`src/rtl/sync_fifo_if.sv`:
```
// -----------------------------------------------------------------------------
// sync_fifo_if : handshake/data bundle between a synchronous FIFO and its user.
//   master : user side  (drives wr_data, wr_en, rd_en; sees data and status)
//   slave  : FIFO side  (returns rd_data, fill_count and status flags)
// Parameters: DATA_WIDTH (word width), ADDR_WIDTH (fill_count is ADDR_WIDTH+1).
// -----------------------------------------------------------------------------
interface sync_fifo_if #(
   parameter int unsigned DATA_WIDTH = 8,
   parameter int unsigned ADDR_WIDTH = 4
);
   logic [DATA_WIDTH-1:0] wr_data;
   logic                  wr_en;
   logic                  rd_en;
   logic [DATA_WIDTH-1:0] rd_data;
   logic                  fifo_full;
   logic                  fifo_empty;
   logic                  almost_full;
   logic                  almost_empty;
   logic [ADDR_WIDTH:0]   fill_count;
   logic                  overflow;
   logic                  underflow;

   modport master (
      output wr_data, wr_en, rd_en,
      input  rd_data, fifo_full, fifo_empty, almost_full, almost_empty,
             fill_count, overflow, underflow
   );

   modport slave (
      input  wr_data, wr_en, rd_en,
      output rd_data, fifo_full, fifo_empty, almost_full, almost_empty,
             fill_count, overflow, underflow
   );
endinterface

```
`src/rtl/sync_fifo.sv`:
```
// -----------------------------------------------------------------------------
// sync_fifo : single-clock FIFO with any depth >= 2 (non-power-of-two allowed),
//             occupancy counter, almost-full/empty thresholds and sticky
//             overflow/underflow flags.
// Ports:
//   clk  - clock, all state changes on rising edge
//   rst  - synchronous active-high reset (wins over wr_en/rd_en)
//   bus  - sync_fifo_if.slave: wr_data/wr_en/rd_en in; rd_data, fill_count,
//          fifo_full, fifo_empty, almost_full, almost_empty, overflow,
//          underflow out
// Build option:
//   SYNC_FIFO_FWFT_EN - first-word fall-through: rd_data shows the head word
//                       whenever the FIFO is non-empty. Undefined: rd_data is
//                       loaded one cycle after an accepted read.
// -----------------------------------------------------------------------------
module sync_fifo #(
   parameter int unsigned DATA_WIDTH    = 8,
   parameter int unsigned FIFO_DEPTH    = 16,
   parameter int unsigned ADDR_WIDTH    = 4,
   parameter int unsigned AFULL_THRESH  = 12,
   parameter int unsigned AEMPTY_THRESH = 4
) (
   input  logic       clk,
   input  logic       rst,
   sync_fifo_if.slave bus
);

   localparam int unsigned CNT_W = ADDR_WIDTH + 1;
   localparam logic [ADDR_WIDTH-1:0] LAST_IDX   = ADDR_WIDTH'(FIFO_DEPTH - 1);
   localparam logic [CNT_W-1:0]      DEPTH_CNT  = CNT_W'(FIFO_DEPTH);
   localparam logic [CNT_W-1:0]      AFULL_CNT  = CNT_W'(AFULL_THRESH);
   localparam logic [CNT_W-1:0]      AEMPTY_CNT = CNT_W'(AEMPTY_THRESH);

   logic [DATA_WIDTH-1:0] mem [FIFO_DEPTH];

   logic [ADDR_WIDTH-1:0] wr_ptr;
   logic [ADDR_WIDTH-1:0] rd_ptr;
   logic [CNT_W-1:0]      fill_count;
   logic [DATA_WIDTH-1:0] rd_data;
   logic                  overflow;
   logic                  underflow;

   logic [ADDR_WIDTH-1:0] wr_ptr_nxt_c;
   logic [ADDR_WIDTH-1:0] rd_ptr_nxt_c;
   logic [CNT_W-1:0]      fill_count_nxt_c;
   logic                  full_c;
   logic                  empty_c;
   logic                  wr_ok_c;
   logic                  rd_ok_c;

   // Pointer advance with explicit wrap so odd depths never index past the array.
   function automatic logic [ADDR_WIDTH-1:0] ptr_inc(input logic [ADDR_WIDTH-1:0] p);
      return (p == LAST_IDX) ? '0 : p + ADDR_WIDTH'(1);
   endfunction

   // Status decoded from the count register only.
   assign full_c  = (fill_count == DEPTH_CNT);
   assign empty_c = (fill_count == '0);

   // Acceptance: on full, a simultaneous read still drains; on empty, the write still fills.
   assign wr_ok_c = bus.wr_en & ~full_c;
   assign rd_ok_c = bus.rd_en & ~empty_c;

   // Next pointer and count values.
   always_comb begin
      wr_ptr_nxt_c     = wr_ptr;
      rd_ptr_nxt_c     = rd_ptr;
      fill_count_nxt_c = fill_count;
      if (wr_ok_c) wr_ptr_nxt_c = ptr_inc(wr_ptr);
      if (rd_ok_c) rd_ptr_nxt_c = ptr_inc(rd_ptr);
      case ({wr_ok_c, rd_ok_c})
         2'b10:   fill_count_nxt_c = fill_count + CNT_W'(1);
         2'b01:   fill_count_nxt_c = fill_count - CNT_W'(1);
         default: fill_count_nxt_c = fill_count;
      endcase
   end

   // Storage array; not reset, stale words are unreachable once pointers clear.
   always_ff @(posedge clk) begin
      if (!rst && wr_ok_c) mem[wr_ptr] <= bus.wr_data;
   end

   // Pointers, count, sticky error flags and read data.
   always_ff @(posedge clk) begin
      if (rst) begin
         wr_ptr     <= '0;
         rd_ptr     <= '0;
         fill_count <= '0;
         rd_data    <= '0;
         overflow   <= 1'b0;
         underflow  <= 1'b0;
      end else begin
         wr_ptr     <= wr_ptr_nxt_c;
         rd_ptr     <= rd_ptr_nxt_c;
         fill_count <= fill_count_nxt_c;
         if (bus.wr_en && full_c)  overflow  <= 1'b1;
         if (bus.rd_en && empty_c) underflow <= 1'b1;
`ifdef SYNC_FIFO_FWFT_EN
         // Preload the next head word. When the new head is the slot being
         // written this edge, the memory still holds stale data, so bypass.
         if (fill_count_nxt_c != '0) begin
            if (wr_ok_c && (rd_ptr_nxt_c == wr_ptr)) rd_data <= bus.wr_data;
            else                                     rd_data <= mem[rd_ptr_nxt_c];
         end
`else
         if (rd_ok_c) rd_data <= mem[rd_ptr];
`endif
      end
   end

   assign bus.rd_data      = rd_data;
   assign bus.fill_count   = fill_count;
   assign bus.fifo_full    = full_c;
   assign bus.fifo_empty   = empty_c;
   assign bus.almost_full  = (fill_count >= AFULL_CNT);
   assign bus.almost_empty = (fill_count <= AEMPTY_CNT);
   assign bus.overflow     = overflow;
   assign bus.underflow    = underflow;

endmodule

```
`src/flat_wrapper.sv`:
```
// flat-port wrapper written by rule: the top's interface ports become plain ports
module sync_fifo_flat 
#(
   parameter int unsigned DATA_WIDTH    = 8,
   parameter int unsigned FIFO_DEPTH    = 16,
   parameter int unsigned ADDR_WIDTH    = 4,
   parameter int unsigned AFULL_THRESH  = 12,
   parameter int unsigned AEMPTY_THRESH = 4
)
  (clk, rst, bus_wr_data, bus_wr_en, bus_rd_en, bus_rd_data, bus_fifo_full, bus_fifo_empty, bus_almost_full, bus_almost_empty, bus_fill_count, bus_overflow, bus_underflow);
  sync_fifo_if #(.DATA_WIDTH(DATA_WIDTH), .ADDR_WIDTH(ADDR_WIDTH)) bus_i ();
  input  logic clk;
  input  logic rst;
  input wire logic [$bits(bus_i.wr_data)-1:0] bus_wr_data;
  input wire logic [$bits(bus_i.wr_en)-1:0] bus_wr_en;
  input wire logic [$bits(bus_i.rd_en)-1:0] bus_rd_en;
  output wire logic [$bits(bus_i.rd_data)-1:0] bus_rd_data;
  output wire logic [$bits(bus_i.fifo_full)-1:0] bus_fifo_full;
  output wire logic [$bits(bus_i.fifo_empty)-1:0] bus_fifo_empty;
  output wire logic [$bits(bus_i.almost_full)-1:0] bus_almost_full;
  output wire logic [$bits(bus_i.almost_empty)-1:0] bus_almost_empty;
  output wire logic [$bits(bus_i.fill_count)-1:0] bus_fill_count;
  output wire logic [$bits(bus_i.overflow)-1:0] bus_overflow;
  output wire logic [$bits(bus_i.underflow)-1:0] bus_underflow;
  assign bus_i.wr_data = bus_wr_data;
  assign bus_i.wr_en = bus_wr_en;
  assign bus_i.rd_en = bus_rd_en;
  assign bus_rd_data = bus_i.rd_data;
  assign bus_fifo_full = bus_i.fifo_full;
  assign bus_fifo_empty = bus_i.fifo_empty;
  assign bus_almost_full = bus_i.almost_full;
  assign bus_almost_empty = bus_i.almost_empty;
  assign bus_fill_count = bus_i.fill_count;
  assign bus_overflow = bus_i.overflow;
  assign bus_underflow = bus_i.underflow;
  sync_fifo #(.DATA_WIDTH(DATA_WIDTH), .FIFO_DEPTH(FIFO_DEPTH), .ADDR_WIDTH(ADDR_WIDTH), .AFULL_THRESH(AFULL_THRESH), .AEMPTY_THRESH(AEMPTY_THRESH)) u_core (.clk(clk), .rst(rst), .bus(bus_i));
endmodule
```
`config.mk`:
```
export PLATFORM = sky130hd
export DESIGN_NAME = sync_fifo_flat
export DESIGN_NICKNAME = d
export VERILOG_FILES = /design/src/rtl/sync_fifo_if.sv /design/src/rtl/sync_fifo.sv /design/src/flat_wrapper.sv
export SDC_FILE = /design/constraint.sdc
export NUM_CORES = 1
export LEC_CHECK = 0
export BUFFER_PORTS_ARGS = -buffer_cell sky130_fd_sc_hd__buf_4
export CORE_UTILIZATION = 45
export DETAILED_ROUTE_END_ITERATION = 12
export GPL_TIMING_DRIVEN = 0
export PLACE_DENSITY = 0.74
export SETUP_SLACK_MARGIN = 0.02
export SYNTH_ARGS = -nofsm -noshare
export SYNTH_HDL_FRONTEND = slang
export SYNTH_SLANG_ARGS = --single-unit
export TNS_END_PERCENT = 30
```
`constraint.sdc`:
```
create_clock -name clk -period 3 [get_ports clk]
set_clock_uncertainty 0.15 [all_clocks]
set_input_delay 0.3 -clock clk [delete_from_list [all_inputs] [get_ports clk]]
set_output_delay 0.3 -clock clk [all_outputs]
set_load 0.01 [all_outputs]
```
======== Word-level counts from Yosys, hierarchy flattened ========
Memory sizes are Yosys's and may differ from the RTL's. A register that Yosys moved wholly into a read port is not among the register bits.
Cells that the tools add are included.
cells by class
  $add $sub $neg .......................... 4
  $mul .................................... 0
  divide/modulo/power cells ............... 0
  order comparisons ....................... 2
  eq/ne operators ......................... 5
  shift operators ......................... 0
  muxes and demuxes ....................... 5
  bitwise gates (word level) .............. 4
  reduce and logical (&&, ||, !) cells .... 6
operators with widths
  kind                                                                                 count
  5-bit one-hot mux with 2 select lines                                                1
  4-bit by 1-bit adder with 4-bit output, second input constant                        2
  4-bit == test, second input constant                                                 2
  4-bit two-way mux                                                                    2
  5-bit by 1-bit adder with 5-bit output, second input constant                        1
  5-bit == test, second input constant                                                 1
  5-bit by 4-bit greater-or-equal comparator with 1-bit output, second input constant  1
  5-bit by 3-bit <= comparator with 1-bit output, second input constant                1
  5-bit zero test                                                                      1
  5-bit by 1-bit subtractor with 5-bit output, second input constant                   1
  1-bit logical AND                                                                    3
  1-bit bitwise AND                                                                    2
  2-bit by 1-bit == test with 1-bit output, second input constant                      1
  2-bit == test, second input constant                                                 1
  1-bit two-way mux                                                                    2
  1-bit inverter                                                                       2
  2-bit nonzero test                                                                   1
  1-bit zero test                                                                      1
word-level totals
  register bits ........................... 15
  bits in latches ......................... 0
  bits in writable memories ............... 128
  ROM bits ................................ 0
  bits of input ports ..................... 12
  memories ................................ 1
memories
  memory      depth  width  rd ports  clocked after Yosys merged registers in  wr ports  RTL line         RTL
  u_core.mem  16     8      1         1                                        1         sync_fifo.sv:34  logic [DATA_WIDTH-1:0] mem [FIFO_DEPTH];

======== Logic depth before layout (Yosys ltp) ========
Gate-level depths: netlist of run 1.
  depth after elaboration ................. 6
  mapped depth ............................ 12
  mapped depth without buffers ............ 10

======== Worst setup path before layout of run 1 ========
No wires, ideal clock.
  kind .................................... reg2reg
  start ................................... register u_core.fill_count[1], in the netlist u_core.bus.fill_count[1]
  end ..................................... register u_core.fill_count[4], in the netlist u_core.bus.fill_count[4]
  setup time .............................. 0.121 ns
  arrival ................................. 2.719 ns
  data required time ...................... 2.729 ns
  slack ................................... 0.010 ns
  cell stages (with the launch flop) ...... 13
  path buffers ............................ 2
  cell sequence ........................... dfxtp_1 buf_6 or4_4 o21ai_4 inv_2 ha_1 clkbuf_1 xor2_1 ha_1 nor4_1 nand2_1 a31oi_1 mux2_2
on the way
  cells in the longest elaborated chain, start to end .. 5
  elaborated cells between the ends (all ways) .. 12
  those cells by class .................... 2 x add/sub; 3 x eq/ne; 1 x mux; 4 x bitwise; 2 x reduce/logical
ends and longest elaborated chain
  element                                                                      RTL line                          RTL
  from (decl)                                                                  sync_fifo.sv:38                   logic [CNT_W-1:0] fill_count;
  from (signal assigned)                                                       sync_fifo.sv:95                   fill_count <= fill_count_nxt_c;
  5-bit == test or 5-bit zero test (tied branches)                             sync_fifo.sv:57, sync_fifo.sv:58
  1-bit inverter (on tied branches)                                            sync_fifo.sv:61, sync_fifo.sv:62
  1-bit bitwise AND (on tied branches)                                         sync_fifo.sv:61, sync_fifo.sv:62
  2-bit by 1-bit == test with 1-bit output or 2-bit == test (tied branches)    sync_fifo.sv:71                   case ({wr_ok_c, rd_ok_c})
  5-bit one-hot mux with 2 select lines or 2-bit nonzero test (tied branches)  -
Parallel ways exist; a longest one is shown, timed or not.
A chain may end at the register's enable or synchronous reset.

======== Final worst setup path of run 1 ========
Same ends and word-level chain as after synthesis.

==> results.ini, run 1 <==
[critical_path]
cp_cell_sequence = buf_6 > or4_4 > o21ai_4 > inv_4 > ha_4 > xor2_1 > ha_2 > nor4_2 > nand2_1 > a31oi_2 > mux2_4
end_kind = register
crit_fanout = 10
cp.depth = 11
worst_ep_arrival_time_ns = 3.10
cp.required_ns = 3.15
path_delay_family = simple AND/OR/NAND/NOR gates
critPathKind = register to register
worst-path-buf-inv = 2
max_stage_delay_ns = 0.54
critPathLaunchType = register
slowest_stage = or4_4
worst-r2r-cell-count = 11

[synthesis]
avgSynthCellArea_um2 = 17.48
synth_nets = 370
ys_seq_area_share_pct = 70.36
yosysUniqueCellTypes = 37
ys.flop_type = edfxtp_1
synth-async-reset-ratio_pct = 0
ys.warnings.count = 0
syn_area_um2 = 6117
syn_inst = 350
synth_edf_count = 128
ys_seq_elements = 151

[cts]
cts_buffers = 17
clkTransAtPathRegs_ns = 0.06
clk-insertion-delay-late_ns = 0.42
htreeDepth = 4
cts_sinks = 151
tritoncts = done
ctsLongestPathBuffers = 2
clock-root-buffer = clkbuf_16

[layout]
final_area_um2 = 7287
n_antenna_cell = 0
area_growth_syn_to_layout_pct = 19.12
drive_above_1_share_pct = 30.57
final_util_pct = 55.03
nNetsFinal = 429
fillers = 1045

[placement]
port_buffers = 29
gp_congestion = 0.7910
place_area_um2 = 6564
hpwl_um = 7589

[routing]
drt_iter0_drc = 214
vias = 3294
vias_per_cell = 5.508
drtAntennaViolNets = 0
wirelength_um = 12050
dr.pass1.iters = 4
drc = 0
wire_per_inst_um = 20.14

[global_route]
grt_max_degree = 17
gr-total-overflow = 0
grt_pass1_vias = 3423
grt_usage_pct = 18.69
grt_first_pass_wirelength_um = 18870
antenna_found_initial = 0

[floorplanning]
core_um2 = 13240
die_w_um = 118.6
die_area_um2 = 14060
ios = 31
die_y_um = 118.6
num_rows = 42
floorplan.initialDensity_pct = 46.19

[worst_hold_path]
hold_path.class = input port to register
hold-path-cell-count = 1

[sta]
slew_headroom_pct = 29.13
setup_violations = 0
max_freq_mhz = 339.9
worst_pin_slew_ns = 1.059
period_share_pct = 98.06
timing.setup.tns_ns = 0
holdWs_ns = 0.04096
slew_viol_final = 0
period_needed_ns = 2.942
hold_violations = 0
rsz0062_at_grt = false

[pwr]
power_density_nw_per_um2 = 803.3
ir_drop_v = 0.0004808
power.leakage_nw = 2.431

[flow_run]
drv_cap = 0

[status]
status = finished, final reports clean

-- synth_stat cells (all sizes together), types with 4 or more instances --
library cell	number	share of area, %
mux4	32	12
o221ai	8	1.1
inv	7	0.43
xor2	5	0.72
buf	16	1.6
mux2i	19	3.1
nand2	14	0.86
ha	8	1.6
a31oi	4	0.41
edfxtp	128	63
nand3b	9	1.2
nor3	8	0.65
nor2	26	1.6
clkbuf	6	0.37
a21oi	10	0.82
dfxtp	23	7.5
-- metrics by stage --
step           worst slack, ns  std cells  total power [mW]
2_1_floorplan          0.06391        350             3.279
3_3_place_gp           -0.1005        555             3.634
3_5_place_dp           -0.1475        556             3.672
4_1_cts                0.04276        591             5.787
5_1_grt               0.006394        598             6.071
6_report               0.05815        598             5.854
-- cell families after synthesis --
| logic type | synth area share [%] |
|---|---|
| AND/OR/NAND/NOR | 5.686 |
| flip-flops | 70.36 |
| XOR/XNOR | 0.7159 |
| buffers and inverters | 2.373 |
| multiplexers | 15.26 |
| AO/OA/AOI/OAI | 3.968 |
| adder cells (fa/ha/maj) | 1.636 |
-- flip-flops by register name (all words and copies together), names as in the netlist --
register,flops
u_core.bus.underflow,1
u_core.bus.rd_data,8
u_core.wr_ptr,4
u_core.bus.overflow,1
u_core.bus.fill_count,5
u_core.rd_ptr,4
u_core.mem,128
-- repair_timing --
action | in CTS | in global routing
hold buffers | 2 | 0
hold endpoints to repair | 2 | 0
gates resized for setup | 6 | 10
endpoints found under the setup margin | 26 | 10
pin swaps | 2 | 5
buffers inserted | 2 | 7
-- worst paths after layout --
path	from	to	slack (ns)
max	u_core.bus.fill_count[1]$_SDFFE_PP0P_	u_core.bus.fill_count[4]$_SDFFE_PP0P_	0.06
min	bus_wr_data[3]	u_core.mem[3][3]$_DFFE_PP_	0.04
min reg2reg	u_core.bus.overflow$_SDFFE_PP0P_	u_core.bus.overflow$_SDFFE_PP0P_	0.32
max reg2reg	u_core.bus.fill_count[1]$_SDFFE_PP0P_	u_core.bus.fill_count[4]$_SDFFE_PP0P_	0.06
-- area by class of cell --
type,instances,area [um2],area share [%]
Sequential cell,151,4307,59.10
Multi-Input combinational cell,170,1724,23.66
Clock buffer,18,429.2,5.889
Timing Repair Buffer,41,312.8,4.293
Tap cell,176,220.2,3.022
Clock inverter,14,147.6,2.026
Buffer,21,117.6,1.614
Inverter,7,28.78,0.3949
-- routing by layer --
metal | share of wire [%] | GRT usage [%] | vias up
met5 | 0 | 0 | -
met4 | 1.3 | 8.307 | 0
met3 | 4.6 | 3.861 | 14
met2 | 50 | 29.90 | 102
met1 | 44 | 24.73 | 1669
li1 | - | - | 1509
-- power by group --
part	internal, mW	total (mW)	leakage, nW	switching [mW]
Sequential	2.38	2.46	1.34	0.0808
Clock	1.23	2.06	0.278	0.835
Combinational	0.648	1.33	0.812	0.677
Total	4.26	5.85	2.43	1.59
-- placed cells by master, fill, tap and decap left out, types with 3 or more instances in the layout --
cell / netlist / routed
a21oi_1: 10 / 9
a31oi_1: 4 / 3
buf_1: 4 / 4
buf_2: 8 / 7
buf_4: 1 / 41
buf_6: 3 / 3
clkbuf_1: 6 / 6
clkbuf_16: 0 / 17
dfxtp_1: 23 / 21
edfxtp_1: 128 / 128
ha_1: 8 / 6
inv_1: 6 / 6
inv_6: 0 / 3
mux2i_1: 19 / 19
mux4_2: 32 / 32
nand2_1: 14 / 14
nand2b_1: 3 / 3
nand3b_1: 8 / 8
nor2_1: 26 / 26
nor3_1: 8 / 5
nor3_2: 0 / 3
o221ai_1: 8 / 8
xor2_1: 5 / 5
No activity file was read; power rests on OpenSTA's default activity.
==> run 2: changes to the inputs <==
--- a/config.mk
+++ b/config.mk
@@ -5,11 +5,11 @@
 export SDC_FILE = /design/constraint.sdc
 export NUM_CORES = 1
 export LEC_CHECK = 0
-export BUFFER_PORTS_ARGS = -buffer_cell sky130_fd_sc_hd__buf_4
 export CORE_UTILIZATION = 45
 export DETAILED_ROUTE_END_ITERATION = 12
+export DONT_BUFFER_PORTS = 1
 export GPL_TIMING_DRIVEN = 0
-export PLACE_DENSITY = 0.74
+export PLACE_DENSITY = 0.72
 export SETUP_SLACK_MARGIN = 0.02
 export SYNTH_ARGS = -nofsm -noshare
 export SYNTH_HDL_FRONTEND = slang
==> results.ini, run 2 (same netlist as run 1, synthesis figures left out) <==
[sta]
setup_violations = 1
finalWorstSetupSlack_ns = -0.007011
slew_viol_final = 0
worst_pin_slew_ns = 1.008
period_needed_ns = 3.007
max_freq_mhz = 332.6
period_share_pct = 100.2
hold_violations = 0
slew_headroom_pct = 32.57
timing.setup.tns_ns = -0.007011
rsz0062_at_grt = true

[critical_path]
critPathKind = register to register
r2r-start = u_core.bus.fill_count[2]$_SDFFE_PP0P_
path_delay_family = simple AND/OR/NAND/NOR gates
cp.required_ns = 3.16
slowest_stage = or4_4
crit_fanout = 7
max_stage_delay_ns = 0.56
worst-path-buf-inv = 3
end_kind = register
cp_cell_sequence = buf_6 > or4_4 > o21ai_4 > inv_4 > ha_4 > buf_6 > xor2_2 > ha_4 > nand2b_1 > a31oi_2 > a31oi_4 > mux2_4
critPathLaunchType = register
worst_ep_arrival_time_ns = 3.16
startpoint = u_core.bus.fill_count[2]$_SDFFE_PP0P_

[global_route]
grt_max_degree = 17
gr-total-overflow = 0
grt_first_pass_wirelength_um = 19230
grt_pass1_vias = 3416
grt_usage_pct = 19.04
antenna_found_initial = 0

[routing]
wire_per_inst_um = 21.45
dr.pass1.iters = 4
drtAntennaViolNets = 0
vias_per_cell = 5.661
drt_iter0_drc = 221
vias = 3289
wirelength_um = 12460
drc = 0

[placement]
dp_cells = 528
port_buffers = 0
hpwl_um = 7772
pre_cts_ws_ns = -0.3024
gp_congestion = 0.8065

[floorplanning]
floorplan.initialDensity_pct = 46.19
die_y_um = 118.6
core_um2 = 13240
ios = 31
die_w_um = 118.6
num_rows = 42
die_area_um2 = 14060

[layout]
final_common_cell = edfxtp_1
drive_above_1_share_pct = 27.41
n_antenna_cell = 0
fillers = 1020
layout_common_cells = edfxtp_1, mux4_2, nor2_1, dfxtp_1, mux2i_1
top_register = u_core.mem
largest_reg_flops = 128
reg_top3 = u_core.mem (128), u_core.bus.rd_data (8), u_core.bus.fill_count (5)
area_growth_syn_to_layout_pct = 19.55
nNetsFinal = 412
finalNonFillerCells = 581

[status]
violations = setup timing
status = finished with violations

[cts]
htreeDepth = 4
cts_sinks = 151
clkTransAtPathRegs_ns = 0.06
cts_buffers = 17
clk-insertion-delay-late_ns = 0.42
ctsLongestPathBuffers = 2
clock-root-buffer = clkbuf_16
tritoncts = done

[pwr]
power_density_nw_per_um2 = 829.5
ir_drop_v = 0.0007145
power.leakage_nw = 2.366

[flow_run]
drv_cap = 0

[worst_hold_path]
hold_path.class = input port to register
hp-start = bus_rd_en

run 2: changes by cell type in the layout (fill, tap and decap cells not counted), sizes merged:
cell,delta
clkinv,-4
bufinv,+3
clkinvlp,+1
buf,-25
dlygate4sd3,+8
run 2: where the power goes:
part / switching [mW] / leakage (nW) / total [mW] / internal, mW
Clock: 0.847 / 0.306 / 2.33 / 1.49
Sequential: 0.126 / 1.34 / 2.51 / 2.39
Combinational: 0.647 / 0.718 / 1.22 / 0.576
run 2: metal layers:
layer  global-route usage, %  routed length, um
met2                   30.92               6306
met3                   6.564                961
met1                   24.10               5102
met5                       0                  0
met4                   5.775                 91
run 2: cell type report:
class | instances | area, um2 | share of cell area [%]
buffer | 22 | 132.6 | 1.814
clock buffer | 18 | 429.2 | 5.868
clock inverter | 14 | 220.2 | 3.011
inverter | 7 | 28.78 | 0.3935
multi-input combinational | 170 | 1773 | 24.24
sequential | 151 | 4308 | 58.91
tap | 176 | 220.2 | 3.011
timing repair buffer | 23 | 201.4 | 2.754
run 2: per-stage QoR:
stage | util [%] | total power, mW | hold WS, ns | area, um2
2_1_floorplan | - | 3.279 | 0.2489 | 6118
4_1_cts | 53.73 | 5.861 | 0.009501 | 7116
3_3_place_gp | 47.86 | 3.468 | 0.2495 | 6339
5_1_grt | 55.22 | 6.295 | 0.01604 | 7313
6_report | 55.22 | 6.066 | 0.02079 | 7313
3_5_place_dp | 47.98 | 3.504 | 0.2495 | 6354
run 2: final timing paths:
kind | endpoint | slack, ns | depth (start not counted)
worst max-delay path | u_core.bus.fill_count[4]$_SDFFE_PP0P_ | -0.007 | 12
worst max register to register | u_core.bus.fill_count[4]$_SDFFE_PP0P_ | -0.007 | 12
worst min register to register | u_core.bus.underflow$_SDFFE_PP0P_ | 0.42 | 2
worst min-delay path | u_core.rd_ptr[2]$_SDFFE_PP0N_ | 0.02 | 3
run 2: worst reg2reg max path, delay by kind of cell (launching register included):
| kind | cells | cell delay (ns) |
|---|---|---|
| AND/OR/NAND/NOR | 2 | 0.64 |
| AO/OA/AOI/OAI | 3 | 0.64 |
| adder cells (fa/ha/maj) | 2 | 0.35 |
| buffers and inverters | 3 | 0.31 |
| flip-flops | 1 | 0.34 |
| XOR/XNOR | 1 | 0.17 |
| multiplexers | 1 | 0.31 |
run 2: what timing repair did:
item                                   in CTS  in global routing
endpoints found under the hold margin     131                  0
gates cloned                                0                  0
setup endpoints to repair                  18                 10
pin swaps                                   0                  7
gates resized for setup                     3                 28
hold buffers                               10                  0
setup buffers                               0                 11
